[src/rtl/fp_align_pkg.sv]
// Shared widths, format presets and the S1->S2 flag record for the FP align pipe.
// Optional feature macro (used by fp_align_pipe): FP_ALIGN_FLUSH_DENORM_EN.
package fp_align_pkg;

  function automatic int ext_w(input int mant_w);
    return mant_w + 3;
  endfunction

  function automatic int op_w(input int exp_w, input int mant_w);
    return 1 + exp_w + mant_w;
  endfunction

  // Format presets packed as {EXP_W, MANT_W}
  localparam logic [15:0] FMT_FP16 = {8'd5, 8'd10};
  localparam logic [15:0] FMT_FP32 = {8'd8, 8'd23};
  localparam logic [15:0] FMT_FP64 = {8'd11, 8'd52};

  localparam int EXT_W = ext_w(int'(FMT_FP32[7:0]));
  localparam int OP_W  = op_w(int'(FMT_FP32[15:8]), int'(FMT_FP32[7:0]));

  typedef struct packed {
    logic exc;
    logic nan;
    logic swap;
    logic signBig;
    logic signSmall;
  } s1_flags_t;

endpackage

[src/rtl/fp_align_pipe_shift.sv]
// Saturating right shifter for the small mantissa; sticky collects every bit shifted out.
module fp_shift_sticky #(
  parameter int EXT_W = 26,
  parameter int SH_W  = 8
) (
  input  logic [EXT_W-1:0] data_i,
  input  logic [SH_W-1:0]  shamt_i,
  output logic [EXT_W-1:0] data_o,
  output logic             sticky_o
);

  logic [EXT_W-1:0] lowMask;

  always_comb begin
    data_o   = '0;
    sticky_o = 1'b0;
    lowMask  = ~({EXT_W{1'b1}} << shamt_i);
    if (32'(shamt_i) >= 32'(EXT_W)) begin
      sticky_o = |data_i;
    end else begin
      data_o   = data_i >> shamt_i;
      sticky_o = |(data_i & lowMask);
    end
  end

endmodule

[src/rtl/fp_align_pipe.sv]
// Two-stage elastic FP align: S1 classifies/orders operands, S2 shifts the small mantissa.
// Define FP_ALIGN_FLUSH_DENORM_EN to flush subnormal operands to signed zero.
module fp_align_pipe
  import fp_align_pkg::*;
#(
  parameter int EXP_W  = int'(FMT_FP32[15:8]),
  parameter int MANT_W = int'(FMT_FP32[7:0])
) (
  input  logic                  clk,
  input  logic                  rst_n,
  input  logic                  in_valid_i,
  output logic                  in_ready_o,
  input  logic [EXP_W+MANT_W:0] in_a_i,
  input  logic [EXP_W+MANT_W:0] in_b_i,
  output logic                  out_valid_o,
  input  logic                  out_ready_i,
  output logic [EXP_W-1:0]      out_exp_o,
  output logic [MANT_W+2:0]     out_mant_big_o,
  output logic [MANT_W+2:0]     out_mant_small_o,
  output logic                  out_sticky_o,
  output logic                  out_sign_big_o,
  output logic                  out_sign_small_o,
  output logic                  out_swap_o,
  output logic                  out_exc_o,
  output logic                  out_nan_o
);

  localparam int EW = ext_w(MANT_W);
  localparam int OW = op_w(EXP_W, MANT_W);

  logic              signA, signB, hidA, hidB, excA, excB, infA, infB, aBig;
  logic [EXP_W-1:0]  expA, expB, effA, effB;
  logic [MANT_W-1:0] fracA, fracB;

  s1_flags_t         s1Flags_d, s1Flags_q, outFlags_q;
  logic [EXP_W-1:0]  s1Exp_d, s1Exp_q, s1Diff_d, s1Diff_q, outExp_q;
  logic [MANT_W:0]   s1Big_d, s1Big_q, s1Small_d, s1Small_q;
  logic              s1Valid_q, outValid_q, outSticky_q, s1Load, s2Load;
  logic [EW-1:0]     outMantBig_q, outMantSmall_q, shiftedSmall;
  logic              shiftSticky;

  assign s2Load     = ~outValid_q | out_ready_i;
  assign s1Load     = ~s1Valid_q | s2Load;
  assign in_ready_o = s1Load;

  always_comb begin
    signA = in_a_i[OW-1];
    signB = in_b_i[OW-1];
    expA  = in_a_i[OW-2 -: EXP_W];
    expB  = in_b_i[OW-2 -: EXP_W];
    fracA = in_a_i[MANT_W-1:0];
    fracB = in_b_i[MANT_W-1:0];
`ifdef FP_ALIGN_FLUSH_DENORM_EN
    if (expA == '0) fracA = '0;
    if (expB == '0) fracB = '0;
`endif
    hidA = |expA;
    hidB = |expB;
    effA = (expA == '0) ? EXP_W'(1) : expA;
    effB = (expB == '0) ? EXP_W'(1) : expB;
    excA = &expA;
    excB = &expB;
    infA = excA & ~|fracA;
    infB = excB & ~|fracB;
    // Equal effective exponents fall back to the full significand so exp 0 vs 1 orders correctly
    aBig = (effA > effB) | ((effA == effB) & ({hidA, fracA} >= {hidB, fracB}));

    s1Flags_d.exc       = excA | excB;
    s1Flags_d.nan       = (excA & |fracA) | (excB & |fracB) | (infA & infB & (signA ^ signB));
    s1Flags_d.swap      = ~aBig;
    s1Flags_d.signBig   = aBig ? signA : signB;
    s1Flags_d.signSmall = aBig ? signB : signA;

    s1Exp_d   = aBig ? expA : expB;
    s1Diff_d  = aBig ? (effA - effB) : (effB - effA);
    s1Big_d   = aBig ? {hidA, fracA} : {hidB, fracB};
    s1Small_d = aBig ? {hidB, fracB} : {hidA, fracA};
    if (s1Flags_d.exc) begin
      s1Exp_d   = '1;
      s1Diff_d  = '0;
      s1Big_d   = '0;
      s1Small_d = '0;
    end
  end

  always_ff @(posedge clk or negedge rst_n) begin
    if (!rst_n) begin
      s1Valid_q <= 1'b0;
      s1Flags_q <= '0;
      s1Exp_q   <= '0;
      s1Diff_q  <= '0;
      s1Big_q   <= '0;
      s1Small_q <= '0;
    end else if (s1Load) begin
      s1Valid_q <= in_valid_i;
      if (in_valid_i) begin
        s1Flags_q <= s1Flags_d;
        s1Exp_q   <= s1Exp_d;
        s1Diff_q  <= s1Diff_d;
        s1Big_q   <= s1Big_d;
        s1Small_q <= s1Small_d;
      end
    end
  end

  fp_shift_sticky #(
    .EXT_W (EW),
    .SH_W  (EXP_W)
  ) u_shift (
    .data_i   ({s1Small_q, 2'b00}),
    .shamt_i  (s1Diff_q),
    .data_o   (shiftedSmall),
    .sticky_o (shiftSticky)
  );

  // Bubbles only clear the valid flag so a drained output keeps its last data
  always_ff @(posedge clk or negedge rst_n) begin
    if (!rst_n) begin
      outValid_q     <= 1'b0;
      outFlags_q     <= '0;
      outExp_q       <= '0;
      outMantBig_q   <= '0;
      outMantSmall_q <= '0;
      outSticky_q    <= 1'b0;
    end else if (s2Load) begin
      outValid_q <= s1Valid_q;
      if (s1Valid_q) begin
        outFlags_q     <= s1Flags_q;
        outExp_q       <= s1Exp_q;
        outMantBig_q   <= {s1Big_q, 2'b00};
        outMantSmall_q <= shiftedSmall;
        outSticky_q    <= shiftSticky;
      end
    end
  end

  assign out_valid_o      = outValid_q;
  assign out_exp_o        = outExp_q;
  assign out_mant_big_o   = outMantBig_q;
  assign out_mant_small_o = outMantSmall_q;
  assign out_sticky_o     = outSticky_q;
  assign out_sign_big_o   = outFlags_q.signBig;
  assign out_sign_small_o = outFlags_q.signSmall;
  assign out_swap_o       = outFlags_q.swap;
  assign out_exc_o        = outFlags_q.exc;
  assign out_nan_o        = outFlags_q.nan;

endmodule
[config.mk]
export PLATFORM = sky130hd
export DESIGN_NAME = fp_align_pipe
export DESIGN_NICKNAME = d
export VERILOG_FILES = /design/src/rtl/fp_align_pkg.sv /design/src/rtl/fp_align_pipe_shift.sv /design/src/rtl/fp_align_pipe.sv
export SDC_FILE = /design/constraint.sdc
export NUM_CORES = 1
export LEC_CHECK = 0
export CORE_ASPECT_RATIO = 1.5
export CORE_MARGIN = 3
export CORE_UTILIZATION = 50
export CTS_CLUSTER_SIZE = 14
export DETAILED_ROUTE_END_ITERATION = 8
export HOLD_SLACK_MARGIN = 0.08
export PLACE_DENSITY = 0.77
export SETUP_SLACK_MARGIN = 0.15
export SLEW_MARGIN = 15
export SYNTH_ARGS = -nofsm -noshare
export SYNTH_HDL_FRONTEND = slang
export SYNTH_SLANG_ARGS = --single-unit
[constraint.sdc]
create_clock -name clk -period 2.2 [get_ports clk]
set_clock_uncertainty 0.1 [all_clocks]
set_input_delay 0.66 -clock clk [delete_from_list [all_inputs] [get_ports clk]]
set_output_delay 0.66 -clock clk [all_outputs]
set_load 0.02 [all_outputs]
==> results.tsv <==
metric	value	unit
area.growth.synth_to_final	54.6	%
drc	0	
clkLatencyLatePin	440	ps
crit_path_max_fanout	8	
violations	negative setup slack	
post_drt_wl_per_cell	23.6	um
antenna_found_initial	0	
cts_tree	built	
drv_slew	0	
r2r_cells	8	
nNetsFinal	1377	
p_per_area	884	nW/um2
ir_drop	0.596	mV
crit_required	2400	ps
dieArea	19200	um2
fin_cells	1491	
clockBufferDepth	2	
core_area	17000	um2
final_antenna_net_count	0	
root_buffer	clkbuf_16	
r2r-start	s1Diff_q[0]$_DFFE_PN0P_	
die_h	168	um
hold_path.class	register to register	
dp_hpwl	21.8	mm
worstPathBufferInverterCount	5	
fin_setup_tns	-45040	ps
first_pass_iters	6	
rsz0062_at_grt	true	
syn_avg_cell_area	9.17	um2
worst_setup_path_start_kind	input pin	
path_clk_slew	60	ps
portBuffers	133	
antennaDiodeCount	0	
initial_utilization	0.516	
arrival	3200	ps
cpMostUsedCell	buf_12	
drtIter0Drc	915	
drt_wl_total	35.1	mm
finalCriticalPeriod	3000	ps
path_class	input pin to register	
layout_setup_ws	-796	ps
r2r_setup_slack	-190	ps
finalHoldViolCount	0	
cts_max_level	4	
tightest_slew	507	ps
fmax	334	MHz
grt_remaining_overflow	0	
synth_cell_types	68	
dp.cells	1407	
cp_top_family	compound AO/OA/AOI/OAI gates	
setup_viol	79	
vias	9556	
status	finished, violations left	
cts_buffers	17	
r2r-end	out_mant_small_o[1]$_DFFE_PN0P_	
track_usage	0.339	
fin_crit_sh	1.36	
crit_slowest_cell	fa_2	
synthTopCellsByArea	dfrtp_1, mux2i_1, mux2_2	
synth_top_area_frac	0.385	
whs_path_depth	2	
hp-start	out_mant_small_o[11]$_DFFE_PN0P_	
synthFlopType	dfrtp_1	
timing.hold.ws	374	ps
netlist_area	8760	um2
relSlewSlack	0.659	
async_reset_ff_frac	1.00	
clock-sinks	135	
p_leak	6.41	nW
chipWidth	114	um
cap_violations	0	
gp_congestion	0.974	
ys_seq_area_frac	0.385	
num_rows	58	
ys_ff_latch	135	
worst_path_largest_cell_delay	390	ps
yosys.area.top_type	dfrtp_1	
worstHoldEndpoint	out_mant_small_o[11]$_DFFE_PN0P_	
yosysWarnings	0	
drive_gt1_frac	0.379	
grt_max_degree	43	
grt_pass1_vias	9515	
crit_chain	buf_6, nor4_4, nand2_2, nand2b_4, inv_2, ha_4, fa_2, o21a_1, a21oi_2, a211o_1, o21ai_4, buf_12, buf_12, buf_12, mux2i_2, o21ai_1	
grt_pass1_wl	50.2	mm
endpoint_kind	register	
io-pin-count	136	
synth_edf_count	0	
viasPerCell	6.41	
syn_inst	956	
-- metrics by stage --
step / utilization / total power [mW] / worst slack (ps) / cell area, um2
3_5_place_dp: 0.681 / 7.80 / -1510 / 11600
2_1_floorplan: - / 5.73 / -832 / 8850
6_report: 0.798 / 12.0 / -796 / 13600
3_3_place_gp: 0.681 / 7.73 / -1420 / 11600
4_1_cts: 0.768 / 11.2 / -619 / 13000
5_1_grt: 0.798 / 12.4 / -869 / 13600
-- per-layer routing --
layer,wire [um],vias to the layer above,global-route usage
met4,3390,0,0.234
met5,0,-,0
met1,11400,4577,0.360
met2,17600,684,0.595
li1,-,4027,-
met3,2760,268,0.0626
-- cell families after synthesis --
group | count (synthesis) | share of synthesized area
fa+ha+maj | 41 | 0.0602
simple gates | 290 | 0.155
buf+inv | 127 | 0.0705
other cells | 1 | 0.000428
mux | 137 | 0.172
compound gates | 224 | 0.156
xor+xnor | 1 | 0.000999
flops | 135 | 0.385
-- how the worst max path moves through the flow --
stage	from	end	slack, ps	cells past startpoint
after floorplan	in_a_i[27]	s1Diff_q[3]$_DFFE_PN0P_	-830	14
final	in_a_i[28]	s1Small_q[6]$_DFFE_PN0P_	-800	16
after global routing	in_a_i[28]	s1Small_q[6]$_DFFE_PN0P_	-870	16
after detailed placement	in_a_i[23]	s1Small_q[5]$_DFFE_PN0P_	-1510	14
after global placement	in_a_i[23]	s1Small_q[9]$_DFFE_PN0P_	-1420	14
after CTS	in_a_i[26]	s1Small_q[5]$_DFFE_PN0P_	-620	16
-- tightest hold or removal path, delay by kind of cell, from the launching register on --
family | cells | cell delay [ps]
flip-flops | 1 | 340
AND/OR/NAND/NOR | 1 | 60
AO/OA/AOI/OAI | 1 | 50
-- cell usage in the layout, fill, tap and decap left out, types with 38 or more instances in the layout --
| master | netlist | final |
|---|---|---|
| buf_4 | 3 | 183 |
| inv_1 | 47 | 43 |
| dlygate4sd2_1 | 0 | 93 |
| mux2i_1 | 82 | 59 |
| dfrtp_1 | 135 | 134 |
| mux2_2 | 49 | 40 |
| o21ai_1 | 1 | 58 |
| a21oi_1 | 53 | 38 |
| nor2_1 | 55 | 44 |
| nand2_1 | 116 | 106 |
-- cell usage after synthesis (3+ instances only) --
| library cell | instances |
|---|---|
| inv_1 | 47 |
| buf_4 | 3 |
| o21a_1 | 6 |
| a211oi_1 | 9 |
| nand2_1 | 116 |
| mux2_2 | 49 |
| mux4_2 | 4 |
| nor4_1 | 18 |
| nor2_1 | 55 |
| and3_1 | 5 |
| o21bai_1 | 3 |
| buf_6 | 12 |
| mux2i_1 | 82 |
| nand4_1 | 10 |
| and2_1 | 3 |
| a21oi_1 | 53 |
| a211o_1 | 5 |
| a22oi_1 | 3 |
| buf_2 | 19 |
| nand3_1 | 22 |
| dfrtp_1 | 135 |
| a21o_1 | 10 |
| nand2b_1 | 6 |
| o211ai_1 | 5 |
| ha_1 | 39 |
| nor2b_1 | 3 |
| clkbuf_1 | 38 |
| buf_1 | 7 |
| o21ai_0 | 88 |
| a31oi_1 | 7 |
| a22o_1 | 10 |
| or3_1 | 7 |
| nor3_1 | 25 |
| a221o_1 | 4 |
-- repair_timing --
action / CTS / global route
buffers inserted: 29 / 14
pin swaps: 73 / 52
gates cloned: 8 / 0
hold endpoints to repair: 39 / 0
hold buffers: 1 / 0
gates resized for setup: 359 / 95
endpoints found under the setup margin: 158 / 94
-- state kept, by name, indices dropped and copies added (netlist names) --
name	count
out_valid_o	1
out_mant_small_o	26
out_mant_big_o	24
s1Diff_q	8
out_nan_o	1
out_sign_big_o	1
s1Exp_q	8
out_sign_small_o	1
out_swap_o	1
s1Big_q	24
out_exp_o	8
out_exc_o	1
out_sticky_o	1
s1Valid_q	1
s1Small_q	24
s1Flags_q	5
-- final cells by class --
cell class	instances	area (um2)
fillers	980	3430
repair buffers	371	3450
clock inverters	13	145
well taps	210	263
inverters	47	179
multi-input cells	696	5690
flip-flops and latches	135	3380
clock buffers	19	443
-- power breakdown --
group | switching [mW] | internal, mW | total, mW
clock | 1.23 | 1.71 | 2.94
combinational | 3.07 | 2.58 | 5.65
sequential | 0.419 | 2.97 | 3.39
total | 4.72 | 7.27 | 12.0
No activity file was read; power rests on OpenSTA's default activity.
